### src/rtl/hazard_ctrl.sv
// Pipeline hazard controller: per-latch enable/flush and PC enable for an N-stage pipeline.
// Optional performance counters are built when HAZARD_PERF_CNT_EN is defined.
module hazard_ctrl #(
    parameter int NSTAGES  = 5,
    parameter int BR_STAGE = 3,
    parameter int REGW     = 5
) (
    input  logic                CLK,
    input  logic                nRST,
    input  logic                ihit,
    input  logic                dhit,
    input  logic                dmemREN,
    input  logic                dmemWEN,
    input  logic                halt,
    input  logic                branching,
    input  logic                jumping,
    input  logic                ex_load,
    input  logic [REGW-1:0]     ex_rd,
    input  logic [REGW-1:0]     id_rs,
    input  logic [REGW-1:0]     id_rt,
    input  logic                id_use_rs,
    input  logic                id_use_rt,
    output logic                pc_en,
    output logic [NSTAGES-2:0]  en,
    output logic [NSTAGES-2:0]  flush,
    output logic                halted
`ifdef HAZARD_PERF_CNT_EN
    ,
    output logic [31:0]         stall_cycles,
    output logic [31:0]         flush_events
`endif
);

    localparam int L = NSTAGES - 1;

    typedef enum logic [1:0] {
        RUN       = 2'd0,
        FLUSHPEND = 2'd1,
        HALTED    = 2'd2
    } state_t;

    state_t           state_r;
    state_t           state_next_s;
    logic             mem_busy_s;
    logic             redirect_s;
    logic             lu_hazard_s;
    logic             rule4_s;
    logic             pc_en_s;
    logic             halted_s;
    logic [L-1:0]     en_s;
    logic [L-1:0]     flush_s;

    // Hazard conditions derived from the raw datapath inputs
    always_comb begin
        mem_busy_s  = (dmemREN | dmemWEN) & ~dhit;
        redirect_s  = branching | jumping;
        lu_hazard_s = ex_load & (ex_rd != {REGW{1'b0}}) &
                      ((id_use_rs & (id_rs == ex_rd)) | (id_use_rt & (id_rt == ex_rd)));
    end

    // Prioritised next-state and enable/flush decode
    always_comb begin
        state_next_s = state_r;
        en_s         = {L{1'b0}};
        flush_s      = {L{1'b0}};
        pc_en_s      = 1'b0;
        halted_s     = 1'b0;
        rule4_s      = 1'b0;
        if (!nRST) begin
            // Latches hold bubbles while the pipeline is being reset
            flush_s = {L{1'b1}};
        end else begin
            case (state_r)
                HALTED: begin
                    halted_s = 1'b1;
                end
                RUN, FLUSHPEND: begin
                    if (mem_busy_s) begin
                        // A redirect seen during a memory wait is remembered and applied later
                        if ((state_r == RUN) && redirect_s) begin
                            state_next_s = FLUSHPEND;
                        end else begin
                            state_next_s = state_r;
                        end
                    end else if (halt) begin
                        en_s = {L{1'b1}};
                        for (int i = 0; i < L - 1; i++) begin
                            flush_s[i] = 1'b1;
                        end
                        state_next_s = HALTED;
                    end else if ((state_r == FLUSHPEND) || redirect_s) begin
                        en_s = {L{1'b1}};
                        for (int i = 0; i < BR_STAGE; i++) begin
                            flush_s[i] = 1'b1;
                        end
                        pc_en_s      = 1'b1;
                        rule4_s      = 1'b1;
                        state_next_s = RUN;
                    end else if (lu_hazard_s) begin
                        en_s       = {L{1'b1}};
                        en_s[0]    = 1'b0;
                        flush_s[1] = 1'b1;
                    end else if (!ihit) begin
                        en_s       = {L{1'b1}};
                        flush_s[0] = 1'b1;
                    end else begin
                        en_s    = {L{1'b1}};
                        pc_en_s = 1'b1;
                    end
                end
                default: begin
                    state_next_s = RUN;
                end
            endcase
        end
    end

    // Controller state register
    always_ff @(posedge CLK or negedge nRST) begin
        if (!nRST) begin
            state_r <= RUN;
        end else begin
            state_r <= state_next_s;
        end
    end

`ifdef HAZARD_PERF_CNT_EN
    logic [31:0] stall_cycles_r;
    logic [31:0] flush_events_r;

    // Stall and redirect-flush event counters, wrapping naturally at 2^32
    always_ff @(posedge CLK or negedge nRST) begin
        if (!nRST) begin
            stall_cycles_r <= 32'd0;
            flush_events_r <= 32'd0;
        end else begin
            if ((state_r != HALTED) && !pc_en_s) begin
                stall_cycles_r <= stall_cycles_r + 32'd1;
            end
            if (rule4_s) begin
                flush_events_r <= flush_events_r + 32'd1;
            end
        end
    end

    assign stall_cycles = stall_cycles_r;
    assign flush_events = flush_events_r;
`endif

    assign pc_en  = pc_en_s;
    assign en     = en_s;
    assign flush  = flush_s;
    assign halted = halted_s;

endmodule
### config.mk
export PLATFORM = sky130hd
export DESIGN_NAME = hazard_ctrl
export DESIGN_NICKNAME = d
export VERILOG_FILES = /design/src/rtl/hazard_ctrl.sv
export SDC_FILE = /design/constraint.sdc
export NUM_CORES = 1
export LEC_CHECK = 0
export ABC_AREA = 1
export CORE_MARGIN = 1.5
export CORE_UTILIZATION = 34
export DETAILED_ROUTE_END_ITERATION = 16
export PLACE_DENSITY = 0.84
export SKIP_CTS_REPAIR_TIMING = 1
export SLEW_MARGIN = 20
export SYNTH_ARGS = -nofsm -noshare
export SYNTH_HDL_FRONTEND = slang
export SYNTH_SLANG_ARGS = --single-unit
export TNS_END_PERCENT = 20
### constraint.sdc
create_clock -name CLK -period 2.7 [get_ports CLK]
set_input_delay 0.675 -clock CLK [delete_from_list [all_inputs] [get_ports CLK]]
set_output_delay 0.675 -clock CLK [all_outputs]
set_load 0.05 [all_outputs]
---- Yosys cells after proc, flatten, opt, wreduce, memory -nomap -nowiden ----
Cells that the tools add are included.
word-level totals
  flip-flop bits (word level) ............. 2
  input bits .............................. 27
  logic and storage cells ................. 53
cells by class
  eq/ne operators ......................... 6
  multiplexer cells ....................... 30
  bitwise operators ....................... 10
  reductions and logical operators ........ 6
operators with widths
  cell                  number
  $mux W1               17
  $mux W3               4
  $mux W4               3
  $eq A5 B5 Y1          2
  $mux W2               5
  $and A1 B1 Y1         5
  $reduce_bool A5 Y1    1
  $ne A4 B4 Y1 const B  1
  $pmux W2 S2           1
  $reduce_and A4 Y1     1
  $ne A3 B3 Y1 const B  1
  $or A1 B1 Y1          3
  $eq A2 B1 Y1 const B  1
  $eq A2 B2 Y1 const B  1
  $logic_not A2 Y1      1
  $not A1 Y1            2
  $reduce_or A2 Y1      1
  $logic_and A1 B1 Y1   1
  $logic_or A1 B1 Y1    1

---- Logic depth before layout (Yosys ltp) ----
Gate-level depths: netlist of the first run.
  depth in word-level cells ............... 10
  mapped depth ............................ 9

---- Least setup slack after synthesis of the first run ----
No wires, ideal clock.
  kind .................................... input to output
  from .................................... input dmemWEN
  to ...................................... output pc_en
  data arrival time ....................... 2.421 ns
  data required time ...................... 2.025 ns
  setup slack ............................. -0.396 ns
  cell stages on the path ................. 7
  cell sequence ........................... nor2_1 -> nor2_1 -> nor2_2 -> inv_2 -> nor2_2 -> nand2_1 -> a21oi_1
on the way
  cells in the longest elaborated chain, start to end .. 5
ends and longest elaborated chain
  item             RTL line  RTL
  start, declared  13        input logic dmemWEN,
  $or A1 B1 Y1     55        mem_busy_s = (dmemREN | dmemWEN) & ~dhit;
  $and A1 B1 Y1    55
  $mux W1          78        if (mem_busy_s) begin
  $mux W1          73        case (state_r)
  $mux W1          69        if (!nRST) begin
  end, declared    23        output logic pc_en,
Every way passes these cells.

---- Worst setup path in the final report of the first run ----
  from .................................... input dhit
  to ...................................... output pc_en
on the way
  cells in the longest elaborated chain, start to end .. 5
ends and longest elaborated chain
  item             RTL line  RTL
  start, declared  11        input logic dhit,
  $not A1 Y1       55
  $and A1 B1 Y1    55
  $mux W1          78
  $mux W1          73
  $mux W1          69
Every way passes these cells.

==> out/qor.yml, run 1 <==
synth_nets: 124
cts.sinks: 2
synth_top_family_by_area: "simple AND/OR/NAND/NOR gates"
antennaDiodeCount: 0
netlist_area_sq_um: 453
placed_area_sq_um: 917
finalInstanceArea_sq_mm: 0.00104
grt_pass1_wl_microns: 2590
drive_gt1_share_pct: 28.6
start_util_pct: 38.7
reg.largest.list: "state_r (2)"
reg2reg_to: "state_r[0]$_DFFE_PN0P_"
crit_top_cell: "nor2_4"
ir_drop_mv: 0.410
die_y_microns: 39.5
drt_wl_total_microns: 2230
cts_inserted_buffers: 3
syn_avg_cell_area_sq_um: 4.67
io_pins: 37
viasPerCell: 5.08
grt_pass1_vias: 663
hold_path_depth: 2
final_cell_mix: "35 x nand2_1, 17 x inv_1, 17 x dlymetal6s2s_1"
place.detailed.hpwl_microns: 1340
min_path_type: "flip-flop to flip-flop"
cp_slowest_cell: "clkdlybuf4s50_1"
grtUsageTotal_pct: 25.3
setup_viol: 1
yosys_register_bits: 2
slowest_delay_ps: 530
clk_pin_slew_ps: 30
cts_tree: "yes"
arrival_ps: 2050
worstSkewPairLatency_ps: 230
core_area_sq_mm: 0.00117
drv_slew: 0
cts_max_level: 1
synth.largest_area_cell: "nand2_1"
synth_xor_area_share_pct: 0
path_cells: "clkdlybuf4s50_1, nor2_2, nor2_4, inv_2, nor2_4, nand2_2, a21oi_4, buf_12"
place_congestion: 0.863
ys_seq_area_share_pct: 11.0
synthSimpleGateAreaFrac_pct: 52.5
netlist.area_leader.share_pct: 30.7
power.density_mw_per_mm2: 484
cap_violations: 0
largest_reg_flops: 2
reg2regPathDepth: 5
ys_types: 15
fin_ws_ps: -27.5
status: "finished, violations left"
hp-start: "state_r[0]$_DFFE_PN0P_"
synthMuxAreaShare_pct: 0
slew_headroom_pct: 79.8
final.setup.tns_ps: -27.5
reg2reg_from: "state_r[1]$_DFFE_PN0P_"
reg2reg_slack_ps: 1360
cts_buffer_depth: 2
period_needed_ps: 2730
wl_per_cell_microns: 14.5
antenna_found_initial: 0
synth_compound_area_share_pct: 14.1
dieArea_sq_mm: 0.00156
total_power_uw: 504
drtPass1Iterations: 4
rsz0062_at_grt: "yes"
fmax_ghz: 0.367
preCtsSetupSlack_ps: -128
port_buffers: 36
final_common_cell: "nand2_1"
drc: 0
synthCells: 97
die_w_microns: 39.5
crit_type: "primary input to output port"
skew_ps: 9.95
syn_to_final_growth_pct: 130
final_nets: 169
power.leakage_uw: 0.000683
synth_area_leaders: "nand2_1 31%, inv_1 16%, dfrtp_1 11%"
drtAntennaViolNets: 0
cp_max_fo: 3
vias: 783
yosys.area_share.adder_pct: 0
hold_viol: 0
ys_warn_count: 0
end_kind: "output port"
rows: 12
cts_root_buf: "clkbuf_4"
drt_iter0_markers: 16
startpoint_type: "primary input"
overflow: 0
violations: "negative setup slack"
worst_pin_slew_ps: 302
hold_end: "state_r[0]$_DFFE_PN0P_"
hold_slack_ps: 578
critPathRequiredTime_ps: 2030
fin_crit_sh_pct: 101
grt_max_degree: 7
regMostFlops: "state_r"
how the worst max path moves through the flow:
stage | end | startpoint
6_report | pc_en | dhit
5_1_grt | pc_en | dhit
4_1_cts | flush[1] | ex_rd[0]
3_5_place_dp | flush[1] | ex_rd[0]
3_3_place_gp | flush[1] | ex_rd[4]
2_1_floorplan | pc_en | dmemWEN
stage by stage:
stage | utilization, % | instances
global route | 88.9 | 154
global placement | 78.3 | 149
CTS | 80.2 | 152
detailed placement | 78.3 | 149
finish | 88.9 | 154
floorplan | - | 97
metal layers:
metal  share of wire, %  global-route usage, %
met1                 38                   27.1
met2                 52                   43.0
met4                4.0                   15.5
met3                6.1                   6.82
met5                  0                      0
critical path: cells and delay by family:
family	cells	cell delay [ps]
buffers and inverters	3	760
and+or+nand+nor	4	470
AOI/OAI and AO/OA	1	140
Yosys cell counts, drive strengths merged:
cell / count
a21oi: 5
buf: 2
dfrtp: 2
inv: 23
nand2: 37
nand3: 3
nand4: 1
nor2: 16
nor3: 1
o21ai: 7
final cells by class:
type / instances / area, sq um
flip-flops and latches: 2 / 50.0
repair buffers: 42 / 514
clock buffers: 3 / 22.5
inverters: 23 / 86.3
well taps: 14 / 17.5
fillers: 67 / 130
multi-input cells: 70 / 350
report_power, final:
part           switching (uW)  internal [uW]  total (uW)  leakage [uW]
clock network            18.7           49.2        67.9     0.0000138
logic                     212            162         373      0.000644
registers                19.2           43.8        63.0     0.0000246
total                     250            255         504      0.000683
logic make-up after synthesis:
family                 Yosys count
and+or+nand+nor                 58
buffers and inverters           25
AOI/OAI and AO/OA               12
DFF                              2
Note: power is estimated with default switching activity, not from simulation.
==> inputs of run 2 (changes only) <==
--- a/config.mk
+++ b/config.mk
@@ -9,7 +9,7 @@
 export CORE_MARGIN = 1.5
 export CORE_UTILIZATION = 34
 export DETAILED_ROUTE_END_ITERATION = 16
-export PLACE_DENSITY = 0.84
+export PLACE_DENSITY = 0.92
 export SKIP_CTS_REPAIR_TIMING = 1
 export SLEW_MARGIN = 20
 export SYNTH_ARGS = -nofsm -noshare
==> out/qor.yml, run 2 (synthesized netlist as in run 1, its figures left out) <==
regMostFlops: "state_r"
largest_reg_flops: 2  # unchanged
antennaDiodeCount: 0  # unchanged
final_common_cell: "nand2_1"
final_nets: 172  # +1.8%
cts.sinks: 2  # unchanged
slew_headroom_pct: 79.1  # -0.72 points
cts_root_buf: "clkbuf_4"
skew_ps: 3.13  # -6.82 ps
status: "finished, violations left"
hold_path_depth: 2  # unchanged
cts_tree: "yes"
grtUsageTotal_pct: 24.8  # -0.50 points
cap_violations: 0  # unchanged
ir_drop_mv: 0.440  # +7.4%
rows: 12  # unchanged
final_cell_mix: "35 x nand2_1, 20 x dlymetal6s2s_1, 16 x inv_1"
grt_pass1_vias: 689  # +3.9%
reg2reg_from: "state_r[1]$_DFFE_PN0P_"
final.setup.tns_ps: -64.3  # -36.8 ps
end_kind: "output port"
io_pins: 37  # unchanged
startpoint_type: "primary input"
grt_max_degree: 7  # unchanged
critPathRequiredTime_ps: 2030  # about the same
port_buffers: 36  # unchanged
hold_viol: 0  # unchanged
min_path_type: "flip-flop to flip-flop"
reg2regPathDepth: 7  # +2
grt_pass1_wl_microns: 2680  # +3.5%
violations: "negative setup slack"
fill_cells: 53  # -21%
worstSkewPairLatency_ps: 220  # about the same
place.detailed.hpwl_microns: 1360  # +2.0%
overflow: 0  # unchanged
viasPerCell: 5.27  # +3.6%
fin_ws_ps: -51.0  # -23.5 ps
place_congestion: 0.881  # +2.1%
start_util_pct: 38.7  # unchanged
hold_end: "state_r[0]$_DFFE_PN0P_"
cp_max_fo: 4  # +1
crit_type: "primary input to output port"
wl_per_cell_microns: 15.5  # +6.8%
drtAntennaViolNets: 0  # unchanged
fmax_ghz: 0.364  # -0.86%
clk_pin_slew_ps: 30  # about the same
vias: 827  # +5.6%
reg.largest.list: "state_r (2)"
dieArea_sq_mm: 0.00156  # unchanged
p_sw_uw: 257  # +3.0%
setup_viol: 3  # +2
p_sw_share_pct: 48.9  # -0.62 points
p_clk_share_pct: 12.4  # -1.1 points
die_y_microns: 39.5  # unchanged
syn_to_final_growth_pct: 138
reg2reg_slack_ps: 1410  # +50 ps
drive_gt1_share_pct: 30.8  # +2.2 points
arrival_ps: 2080  # +30 ps
power.density_mw_per_mm2: 489  # +0.87%
dp_cells: 148  # -0.67%
fin_crit_sh_pct: 102  # +0.87 points
p_int_uw: 269  # +5.5%
cts_inserted_buffers: 3  # unchanged
hold_slack_ps: 590  # +11.8 ps
sequentialPowerShare_pct: 11.4  # -1.1 points
drc: 0  # unchanged
drt_wl_total_microns: 2430  # +8.9%
antenna_found_initial: 0  # unchanged
core_area_sq_mm: 0.00117  # unchanged
period_needed_ps: 2750  # +23.5 ps
power.leakage_uw: 0.000724  # +6.0%
p_comb_share_pct: 76.2  # +2.1 points
cts_buffer_depth: 2  # unchanged
final_cells: 157  # +1.9%
reg2reg_to: "state_r[0]$_DFFE_PN0P_"
worst_pin_slew_ps: 313  # +10.4 ps
hp-start: "state_r[0]$_DFFE_PN0P_"
die_w_microns: 39.5  # unchanged
drtPass1Iterations: 4  # unchanged
cts_max_level: 1  # unchanged
drt_iter0_markers: 15  # -1
drv_slew: 0  # unchanged
run 2: power by group through the flow:
stage               registers (uW)  logic [uW]  clock network [uW]
floorplan                     56.0         190                   0
global placement              58.1         332                   0
detailed placement            59.5         341                   0
CTS                           59.5         342                68.4
global route                  61.4         421                67.6
finish                        59.7         401                65.4
run 2: cell type report:
class                   instances  area, sq um  share of cell area [%]
clock buffers                   3         22.5                    2.09
inverters                      23         86.3                    8.02
multi-input cells              70          352                    32.7
flip-flops and latches          2         50.0                    4.65
well taps                      14         17.5                    1.63
repair buffers                 45          548                    50.9
run 2: stage by stage:
stage / setup WS (ps) / utilization, % / instance area (sq um) / total power [uW]
final: -51.0 / 91.9 / 1080 / 526
after global routing: -79.6 / 91.9 / 1080 / 550
after CTS: -192 / 79.6 / 932 / 469
after detailed placement: -183 / 77.7 / 910 / 400
after global placement: -78.2 / 77.7 / 910 / 390
after floorplan: 83.0 / - / 462 / 246
run 2: worst max-delay path: stages:
cell	delay, ps
clkdlybuf4s50_1	490
nand2_1	80
nor2_1	120
nand3_1	130
nand2_1	110
nand2_2	90
o21ai_2	150
nand2_1	80
buf_6	150
run 2: worst max path at each step:
stage | startpoint | endpoint | slack [ps] | cells past startpoint
detailed placement | ex_rd[4] | flush[1] | -180 | 10
finish | id_use_rs | flush[0] | -50 | 9
global placement | ex_rd[4] | flush[0] | -80 | 11
floorplan | dmemWEN | pc_en | 80 | 7
global route | id_use_rs | flush[0] | -80 | 9
CTS | ex_rd[4] | flush[1] | -190 | 10
run 2: per-layer routing:
| layer | GRT usage, % | part of all wire [%] | vias up |
|---|---|---|---|
| met1 | 28.4 | 37 | 376 |
| met4 | 11.2 | 6.7 | 0 |
| met5 | 0 | 0 | - |
| li1 | - | - | 381 |
| met3 | 3.98 | 4.7 | 18 |
| met2 | 43.9 | 51 | 52 |
==> inputs of run 3 (changes only) <==
--- a/config.mk
+++ b/config.mk
@@ -5,11 +5,12 @@
 export SDC_FILE = /design/constraint.sdc
 export NUM_CORES = 1
 export LEC_CHECK = 0
-export ABC_AREA = 1
-export CORE_MARGIN = 1.5
-export CORE_UTILIZATION = 34
+export ABC_AREA = 0
+export CORE_AREA = 2 2 39 41
 export DETAILED_ROUTE_END_ITERATION = 16
-export PLACE_DENSITY = 0.92
+export DIE_AREA = 0 0 41 43
+export GPL_ROUTABILITY_DRIVEN = 0
+export PLACE_DENSITY = 0.84
 export SKIP_CTS_REPAIR_TIMING = 1
 export SLEW_MARGIN = 20
 export SYNTH_ARGS = -nofsm -noshare
==> out/qor.yml, run 3 <==
status: "finished, violations left"
violations: "negative setup slack"
syn_to_final_growth_pct: 207
final_nets: 126  # -27%
ys_warn_count: 0  # unchanged
clk_pin_slew_ps: 30  # about the same
hold_path_depth: 1  # -1
total_power_uw: 464  # -12%
drv_slew: 0  # unchanged
antennaDiodeCount: 0  # unchanged
io_pins: 37  # unchanged
start_util_pct: 25.9  # -13 points
preCtsSetupSlack_ps: -370  # -187 ps
viasPerCell: 4.92  # -6.6%
arrival_ps: 2030  # -50 ps
slew_headroom_pct: 78.2  # -0.96 points
reg2regPathDepth: 2  # -5
synth_area_leaders: "xnor2_1 24%, dfrtp_1 14%, nor2b_1 5.2%"
fmax_ghz: 0.370  # +1.9%
netlist.area_leader.share_pct: 24.5  # -6.2 points
cp_max_fo: 4  # unchanged
synth.largest_area_cell: "xnor2_1"
skew_ps: 0.281  # -2.85 ps
wl_per_cell_microns: 15.2  # -1.4%
worstSkewPairLatency_ps: 220  # about the same
final.setup.tns_ps: -0.547  # +63.8 ps
rsz0062_at_grt: "yes"
drt_wl_total_microns: 1720  # -29%
largest_reg_flops: 2  # unchanged
crit_type: "primary input to output port"
min_path_type: "flip-flop to flip-flop"
core_area_sq_mm: 0.00138  # +18%
ys.flop_type: "dfrtp_1"
synth_nets: 73  # -41%
drc: 0  # unchanged
cap_violations: 0  # unchanged
dieArea_sq_mm: 0.00176  # +13%
fin_crit_sh_pct: 100  # -1.9 points
synth_edf_count: 0  # unchanged
async_reset_ff_share_pct: 100  # unchanged
synth.most_common_cell: "xnor2_1"
power.density_mw_per_mm2: 422  # -14%
port_buffers: 36  # unchanged
cts_max_level: 1  # unchanged
cts_buffer_depth: 2  # unchanged
cp_slowest_cell: "or4_4"
end_kind: "output port"
reg.largest.list: "state_r (2)"
period_needed_ps: 2700  # -50.5 ps
vias: 556  # -33%
drtAntennaViolNets: 0  # unchanged
critPathRequiredTime_ps: 2030  # about the same
slowest_delay_ps: 530  # +40 ps
final_cell_mix: "15 x dlymetal6s2s_1, 15 x buf_4, 9 x xnor2_1"
drive_gt1_share_pct: 48.5  # +18 points
grt_pass1_wl_microns: 2240  # -17%
grt_pass1_vias: 557  # -19%
power.leakage_uw: 0.000550  # -24%
cts_root_buf: "clkbuf_4"
worst_pin_slew_ps: 327  # +14.2 ps
final_cells: 113  # -28%
ir_drop_mv: 0.316  # -28%
startpoint_type: "primary input"
cts_tree: "yes"
finalInstanceArea_sq_mm: 0.00110  # +2.2%
path_cells: "buf_6, or4_4, o21a_4, a311oi_2, clkbuf_16"
synthCells: 46  # -53%
die_w_microns: 41  # +3.8%
grtUsageTotal_pct: 18.6  # -6.2 points
fin_ws_ps: -0.547  # +50.5 ps
place.detailed.hpwl_microns: 1200  # -12%
regMostFlops: "state_r"
grt_max_degree: 8  # +1
synth_top_cells_by_count: "10 x xnor2_1, 3 x nand2_1, 3 x nor2_1, 3 x nor2b_1"
gr-usage-met1_pct: 18.0  # -10 points
met2_usage_pct: 33.1  # -11 points
placed_area_sq_um: 931  # +2.3%
drtPass1Iterations: 4  # unchanged
drt_iter0_markers: 1  # -14
hold_viol: 0  # unchanged
critPathTopFamily: "simple AND/OR/NAND/NOR gates"
setup_viol: 1  # -2
die_y_microns: 43  # +8.9%
top_usage_layer: "met2"
syn_avg_cell_area_sq_um: 7.78  # +67%
cts_inserted_buffers: 3  # unchanged
gr-usage-met3_pct: 6.81  # +2.8 points
antenna_found_initial: 0  # unchanged
worstSetupPathDepth: 5  # -4
netlist_area_sq_um: 358  # -21%
cts.sinks: 2  # unchanged
yosys_register_bits: 2  # unchanged
overflow: 0  # unchanged
dp_cells: 111  # -25%
ys_types: 25  # +10
worst-path-buf-inv: 2  # unchanged
rows: 14  # +2
ys_seq_area_share_pct: 14.0  # +2.9 points
run 3: kinds of logic after synthesis:
logic type	count (synthesis)	synth area share, %
simple gates	16	24.5
compound gates	14	30.8
xor+xnor	10	24.5
buf+inv	4	6.29
flops	2	14.0
run 3: path summary, 6_finish.rpt:
check | slack (ps) | start | to
worst min register to register | 520 | state_r[0]$_DFFE_PN0P_ | state_r[1]$_DFFE_PN0P_
min in group asynchronous | 610 | nRST | state_r[1]$_DFFE_PN0P_
worst max-delay path | -0.5 | ex_rd[2] | en[0]
worst min-delay path | 520 | state_r[0]$_DFFE_PN0P_ | state_r[1]$_DFFE_PN0P_
worst max register to register | 1830 | state_r[1]$_DFFE_PN0P_ | state_r[0]$_DFFE_PN0P_
max in group asynchronous | 1980 | nRST | state_r[0]$_DFFE_PN0P_
run 3: layout make-up:
class,instances,area [sq um]
sequential,2,50.0
timing repair buffer,50,587
multi-input combinational,40,413
tap,16,20.0
inverter,2,7.51
fill,80,284
clock buffer,3,22.5
run 3: metal layers:
metal | share of wire, % | wire (microns) | vias up
met3 | 6.2 | 107 | 4
li1 | - | - | 273
met1 | 29 | 498 | 256
met4 | 2.1 | 37 | 0
met2 | 63 | 1080 | 23
met5 | 0 | 0 | -
run 3: power breakdown:
group	internal, uW	total, uW	switching, uW
Sequential	38.1	52.8	14.7
Combinational	181	349	167
Clock	48.7	62.3	13.6
Total	268	464	196
run 3: per-stage QoR:
step,hold slack (ps),utilization (%)
2_1_floorplan,379,-
4_1_cts,518,68.9
6_report,516,79.5
3_3_place_gp,497,67.3
3_5_place_dp,515,67.3
5_1_grt,530,79.5
